### src/rtl/fetch_stage_pkg.sv
// Shared types and constants for the fetch stage.
// NOP encoding, reset PC default, state encoding and buffer payload.
package fetch_stage_pkg;

  localparam logic [31:0] NOP_INST     = 32'h0000_0013;
  localparam logic [31:0] RESET_PC_DEF = 32'h0000_0000;

  typedef enum logic {
    RUN  = 1'b0,
    HALT = 1'b1
  } fetch_state_t;

  typedef struct packed {
    logic        misalign;
    logic [31:0] pc;
    logic [31:0] inst;
  } fetch_entry_t;

  function automatic logic [31:0] word_align(input logic [31:0] a);
    return a & ~32'h3;
  endfunction

endpackage

### src/rtl/fetch_buf.sv
// Synchronous FIFO of fetched {misalign, pc, inst} entries.
// Ports: clk, rst_n (sync low), flush, push/din, pop, head, count.
// flush empties the FIFO; a push in the same cycle becomes the sole entry.
module fetch_buf
  import fetch_stage_pkg::*;
#(
  parameter int DEPTH = 2
) (
  input  logic                         clk,
  input  logic                         rst_n,
  input  logic                         flush,
  input  logic                         push,
  input  fetch_entry_t                 din,
  input  logic                         pop,
  output fetch_entry_t                 head,
  output logic [$clog2(DEPTH+1)-1:0]   count
);

  localparam int AW = (DEPTH > 1) ? $clog2(DEPTH) : 1;
  localparam int CW = $clog2(DEPTH + 1);

  fetch_entry_t   mem [DEPTH];
  logic [AW-1:0]  rd_ptr;
  logic [AW-1:0]  wr_ptr;

  function automatic logic [AW-1:0] nxt(input logic [AW-1:0] p);
    return (p == AW'(DEPTH - 1)) ? '0 : p + 1'b1;
  endfunction

  always_ff @(posedge clk) begin
    if (!rst_n) begin
      rd_ptr <= '0;
      wr_ptr <= '0;
      count  <= '0;
      for (int i = 0; i < DEPTH; i++) begin
        mem[i] <= '0;
      end
    end else if (flush) begin
      rd_ptr <= '0;
      if (push) begin
        mem[0] <= din;
        wr_ptr <= nxt('0);
        count  <= CW'(1);
      end else begin
        wr_ptr <= '0;
        count  <= '0;
      end
    end else begin
      if (push) begin
        mem[wr_ptr] <= din;
        wr_ptr      <= nxt(wr_ptr);
      end
      if (pop) begin
        rd_ptr <= nxt(rd_ptr);
      end
      count <= count + CW'(push) - CW'(pop);
    end
  end

  assign head = mem[rd_ptr];

endmodule

### src/rtl/fetch_stage.sv
// Instruction fetch: PC register, imem requests, buffered decode feed.
// Ports: clk, rst_n, redirect_*, imem_req_*/imem_addr, imem_resp_*,
// id_valid/id_ready/id_pc/id_inst/id_misalign.
// Macro FETCH_MISALIGN_TRAP_EN: misaligned redirect emits marker + HALT.
module fetch_stage
  import fetch_stage_pkg::*;
#(
  parameter logic [31:0] RESET_PC  = RESET_PC_DEF,
  parameter int          BUF_DEPTH = 2
) (
  input  logic        clk,
  input  logic        rst_n,
  input  logic        redirect_valid,
  input  logic [31:0] redirect_pc,
  output logic        imem_req_valid,
  input  logic        imem_req_ready,
  output logic [31:0] imem_addr,
  input  logic        imem_resp_valid,
  input  logic [31:0] imem_resp_data,
  output logic        id_valid,
  input  logic        id_ready,
  output logic [31:0] id_pc,
  output logic [31:0] id_inst,
  output logic        id_misalign
);

  localparam int CW = $clog2(BUF_DEPTH + 1);

  fetch_state_t  state;
  fetch_state_t  state_next;
  fetch_entry_t  head;
  fetch_entry_t  push_data;
  logic [CW-1:0] count;
  logic [31:0]   pc;
  logic [31:0]   req_addr;
  logic [31:0]   credit;
  logic          inflight;
  logic          pop;
  logic          push;
  logic          accept;
  logic          bad_redirect;

`ifdef FETCH_MISALIGN_TRAP_EN
  assign bad_redirect = redirect_valid & (redirect_pc[1:0] != 2'b00);
`else
  assign bad_redirect = 1'b0;
`endif

  assign id_valid = (count != '0);
  assign pop      = id_valid & id_ready;

  // Slots already claimed after this cycle's pop: buffered + in flight.
  assign credit = 32'(count) + 32'(inflight) - 32'(pop);

  assign imem_req_valid = rst_n & (state == RUN) & ~redirect_valid
                        & (credit < 32'(BUF_DEPTH));
  assign imem_addr      = rst_n ? pc : '0;
  assign accept         = imem_req_valid & imem_req_ready;

  // A response landing in a redirect cycle is wrong-path and dropped.
  assign push = bad_redirect | (imem_resp_valid & ~redirect_valid);

  always_comb begin
    push_data = '{misalign: 1'b0, pc: req_addr, inst: imem_resp_data};
    if (bad_redirect) begin
      push_data = '{misalign: 1'b1, pc: redirect_pc, inst: NOP_INST};
    end
  end

  always_comb begin
    state_next = state;
    if (bad_redirect) begin
      state_next = HALT;
    end else if (redirect_valid) begin
      state_next = RUN;
    end
  end

  always_ff @(posedge clk) begin
    if (!rst_n) begin
      state <= RUN;
    end else begin
      state <= state_next;
    end
  end

  always_ff @(posedge clk) begin
    if (!rst_n) begin
      pc       <= RESET_PC;
      req_addr <= '0;
      inflight <= 1'b0;
    end else if (redirect_valid) begin
      pc       <= word_align(redirect_pc);
      inflight <= 1'b0;
    end else begin
      inflight <= accept;
      if (accept) begin
        pc       <= pc + 32'd4;
        req_addr <= pc;
      end
    end
  end

  fetch_buf #(
    .DEPTH (BUF_DEPTH)
  ) u_buf (
    .clk   (clk),
    .rst_n (rst_n),
    .flush (redirect_valid),
    .push  (push),
    .din   (push_data),
    .pop   (pop),
    .head  (head),
    .count (count)
  );

  assign id_pc       = head.pc;
  assign id_inst     = head.inst;
  assign id_misalign = head.misalign;

endmodule

### config.mk
export PLATFORM = sky130hd
export DESIGN_NAME = fetch_stage
export DESIGN_NICKNAME = d
export VERILOG_FILES = /design/src/rtl/fetch_stage_pkg.sv /design/src/rtl/fetch_buf.sv /design/src/rtl/fetch_stage.sv
export SDC_FILE = /design/constraint.sdc
export NUM_CORES = 1
export LEC_CHECK = 0
export ABC_AREA = 1
export CAP_MARGIN = 25
export CORE_ASPECT_RATIO = 1.1
export CORE_MARGIN = 4
export CORE_UTILIZATION = 50
export DETAILED_ROUTE_END_ITERATION = 10
export PLACE_DENSITY = 0.77
export SYNTH_ARGS = -nofsm -noshare
export SYNTH_HDL_FRONTEND = slang
export SYNTH_SLANG_ARGS = --single-unit
export TNS_END_PERCENT = 100
### constraint.sdc
create_clock -name clk -period 5.55 [get_ports clk]
set_input_delay 0.8325 -clock clk [delete_from_list [all_inputs] [get_ports clk]]
set_output_delay 0.8325 -clock clk [all_outputs]
set_load 0.01 [all_outputs]
==> run_results.csv <==
group,metric,value,unit
worst_setup_path,crit_path_end_kind,"output port",
worst_setup_path,r2r.worst_path.cells,16,
placement,hpwl_dp,14500,um
placement,post_dp_cell_area,10800,um^2
power,total_power,0.00321,W
sta,final_setup_fails,0,
cts,cts.repair_timing.setup_buffer_count,0,
worst_setup_path,critical_path.n_buffers_inverters,5,
worst_hold_path,hold_depth,1,
route,vias,6964,
placement,buffer_ports.inserted,161,
sta,finalCritPeriodShare,73.5,%
worst_setup_path,critical_path_depth,12,
cts,total_clock_buffers_created_by_cts,17,
synth,yosys_most_used_dff,"sky130_fd_sc_hd__edfxtp_1",
cts,cts_tree,"yes",
finish,most-common-layout-cells,"211 x sky130_fd_sc_hd__nand2_1, 176 x sky130_fd_sc_hd__nor2_1, 160 x sky130_fd_sc_hd__clkdlybuf4s50_1",
grt,wire_length_of_the_first_global_routing_pass,34600,um
finish,mostFrequentLayoutCell,"sky130_fd_sc_hd__nand2_1",
power,power.density_cell_area,281,nW/um^2
synth,syn-cell-area,9070,um^2
worst_setup_path,rr_startpoint,"u_buf.count[1]",
sta,final-max-slew-violation-count,0,
sta,slew_hr,42.3,%
worst_setup_path,cp_max_fo,5,
cts,post_cts_resized,0,
synth,yosys_warnings,0,
route,drt.antenna.violating_nets,0,
sta,grt_setup_unrepaired,"no",
outcome,status,"finished clean",
finish,antenna-diode-count,0,
floorplan,dieHeight,149,um
worst_hold_path,worst_hold_startpoint,"u_buf.rd_ptr",
synth,mapped_cells,1012,
placement,post-place-cells,1374,
grt,largest_net_degree_at_the_start_of_global_routing,64,
power,static-leakage-power,4.69,nW
worst_setup_path,worstPathCellList,"clkdlybuf4s50_1 > nand2_1 > inv_1 > ha_1 > inv_1 > nand2_1 > fa_1 > o21ai_0 > nor2_2 > nand2_1 > inv_1 > clkdlybuf4s50_1",
cts,worst_setup_hold_path_clk_slew,0.07,ns
grt,first_global_vias,6922,
sta,final.setup_skew,0.00946,ns
synth,yosys_register_bits,190,
route,drc,0,
grt,globalRouteTotalUtil,21.7,%
cts,cts_root_buffer,"sky130_fd_sc_hd__clkbuf_16",
route,vias_per_cell,4.95,
synth,syn_avg_cell_area,8.96,um^2
sta,min_period,4.08,ns
floorplan,placeableCoreArea,17700,um^2
route,wl_per_cell,15.3,um
cts,clock_sink_count,190,
worst_hold_path,path_category_of_the_worst_min_delay_check,"flip-flop to flip-flop",
finish,nFillCells,1477,
finish,final-instance-count-excl-fill,1406,
cts,cts_htree_levels,4,
floorplan,rows,51,
cts,worstSkewPairLatency,0.43,ns
power,worst_ir_drop_vdd,0.233,mV
floorplan,num_io_pins,169,
worst_setup_path,worstPathRequired,4.72,ns
sta,fin_setup_tns,0,ns
floorplan,start_util,51.1,%
worst_setup_path,worstSetupPathType,"input port to output port",
route,drtIter0Drc,450,
finish,areaGrowthSynthToFinish,25.7,%
synth,synth_cell_types,33,
worst_setup_path,slowest_stage,"sky130_fd_sc_hd__clkdlybuf4s50_1",
worst_setup_path,category_of_the_worst_setup_path_launch_point,"input port",
worst_setup_path,critical_path_arrival,3.25,ns
sta,hold_violations,0,
worst_setup_path,setup.worst_path.start,"id_ready",
finish,layout-drive-gt1-share,10.7,%
cts,cts.hold.buffers_added,0,
worst_setup_path,cpLargestDelayFamily,"buffers and inverters",
sta,fmaxAchievable,0.245,GHz
grt,grt_remaining_overflow,0,
floorplan,dieWidth,136,um
sta,timing_worst_slew_pin_value,0.865,ns
floorplan,die_footprint,20400,um^2
synth,synth_edf_count,124,
synth,async_flop_share,0,%
synth,sequential_cell_area_fraction_in_the_yosys_report,55.6,%
grt,initial_antenna_violation_count,0,
finish,final_design_area_no_fill,11400,um^2
finish,nets,1231,
route,drt-total-wl,21500,um
placement,routabilityCongestion,0.952,
cts,clk_path_buf_depth,2,
run,max_cap_violations,0,
route,detailedRoute.firstPassIterationCount,8,
worst_setup_path,crit_path_max_incr_delay,0.53,ns
==> report_power, final <==
part           internal [W]  leakage [nW]  total [W]  switching [W]
Sequential          0.00158          1.83    0.00162      0.0000463
Combinational      0.000178          2.56   0.000363       0.000185
Clock              0.000686         0.291    0.00122       0.000535
Total               0.00244          4.69    0.00321       0.000767
==> final timing paths <==
kind / slack, ns / endpoint
worst max-delay path: 1.47 / imem_req_valid
worst min-delay path: 0.44 / flip-flop
worst max register to register: 2.25 / pc[6]
worst min register to register: 0.44 / flip-flop
==> cell families after synthesis <==
kind of cell               Yosys count  share of synthesized area (%)
other                                1                         0.0413
buffers and inverters              193                           8.99
DFF                                190                           55.6
xor gates and xnor gates             9                          0.869
and+or+nand+nor                    450                           20.2
AOI/OAI and AO/OA                  101                           5.68
muxes                               62                           7.70
adders and majority gates            6                          0.910
==> area by class of cell <==
class | instances | area, um^2 | area share [%]
Sequential cell | 190 | 5050 | 44.3
Multi-Input combinational cell | 633 | 3240 | 28.4
Inverter | 142 | 533 | 4.67
Clock inverter | 13 | 151 | 1.33
Clock buffer | 19 | 443 | 3.88
Tap cell | 238 | 298 | 2.61
Timing Repair Buffer | 171 | 1690 | 14.9
==> synthesized netlist by cell type (4+ instances only) <==
master	n	area share, %
sky130_fd_sc_hd__nand2_1	214	8.9
sky130_fd_sc_hd__buf_6	6	0.74
sky130_fd_sc_hd__buf_4	8	0.66
sky130_fd_sc_hd__nor2_2	5	0.34
sky130_fd_sc_hd__nand3b_1	10	0.83
sky130_fd_sc_hd__nand3_1	36	2.0
sky130_fd_sc_hd__xor2_1	5	0.48
sky130_fd_sc_hd__o21ai_0	19	1.0
sky130_fd_sc_hd__ha_1	5	0.69
sky130_fd_sc_hd__inv_1	138	5.7
sky130_fd_sc_hd__mux2_2	62	7.7
sky130_fd_sc_hd__o21ai_1	25	1.4
sky130_fd_sc_hd__clkbuf_1	21	0.87
sky130_fd_sc_hd__edfxtp_1	124	41
sky130_fd_sc_hd__buf_2	13	0.72
sky130_fd_sc_hd__nor2_1	176	7.3
sky130_fd_sc_hd__a21oi_1	53	2.9
sky130_fd_sc_hd__xnor2_1	4	0.39
sky130_fd_sc_hd__dfxtp_1	66	15
==> per-layer routing <==
metal | GRT usage [%] | wire (um)
met1 | 26.9 | 8800
met2 | 38.2 | 11000
met3 | 4.15 | 1310
met4 | 6.40 | 384
met5 | 0 | 0
==> sequential cells by signal, indices dropped and copies added, names as in the netlist, named ones only <==
name	flops
inflight	1
pc	30
req_addr	30
u_buf.count	2
u_buf.mem	124
u_buf.rd_ptr	1
u_buf.wr_ptr	1
==> stage by stage <==
stage / setup slack (ns) / hold slack, ns / utilization [%]
CTS: 1.48 / 0.447 / 64.3
detailed placement: 1.48 / 0.435 / 60.9
floorplan: 2.28 / 0.425 / -
finish: 1.47 / 0.445 / 64.3
global placement: 1.55 / 0.423 / 60.9
global route: 1.31 / 0.495 / 64.3
Power figures use the tool's default switching activity.
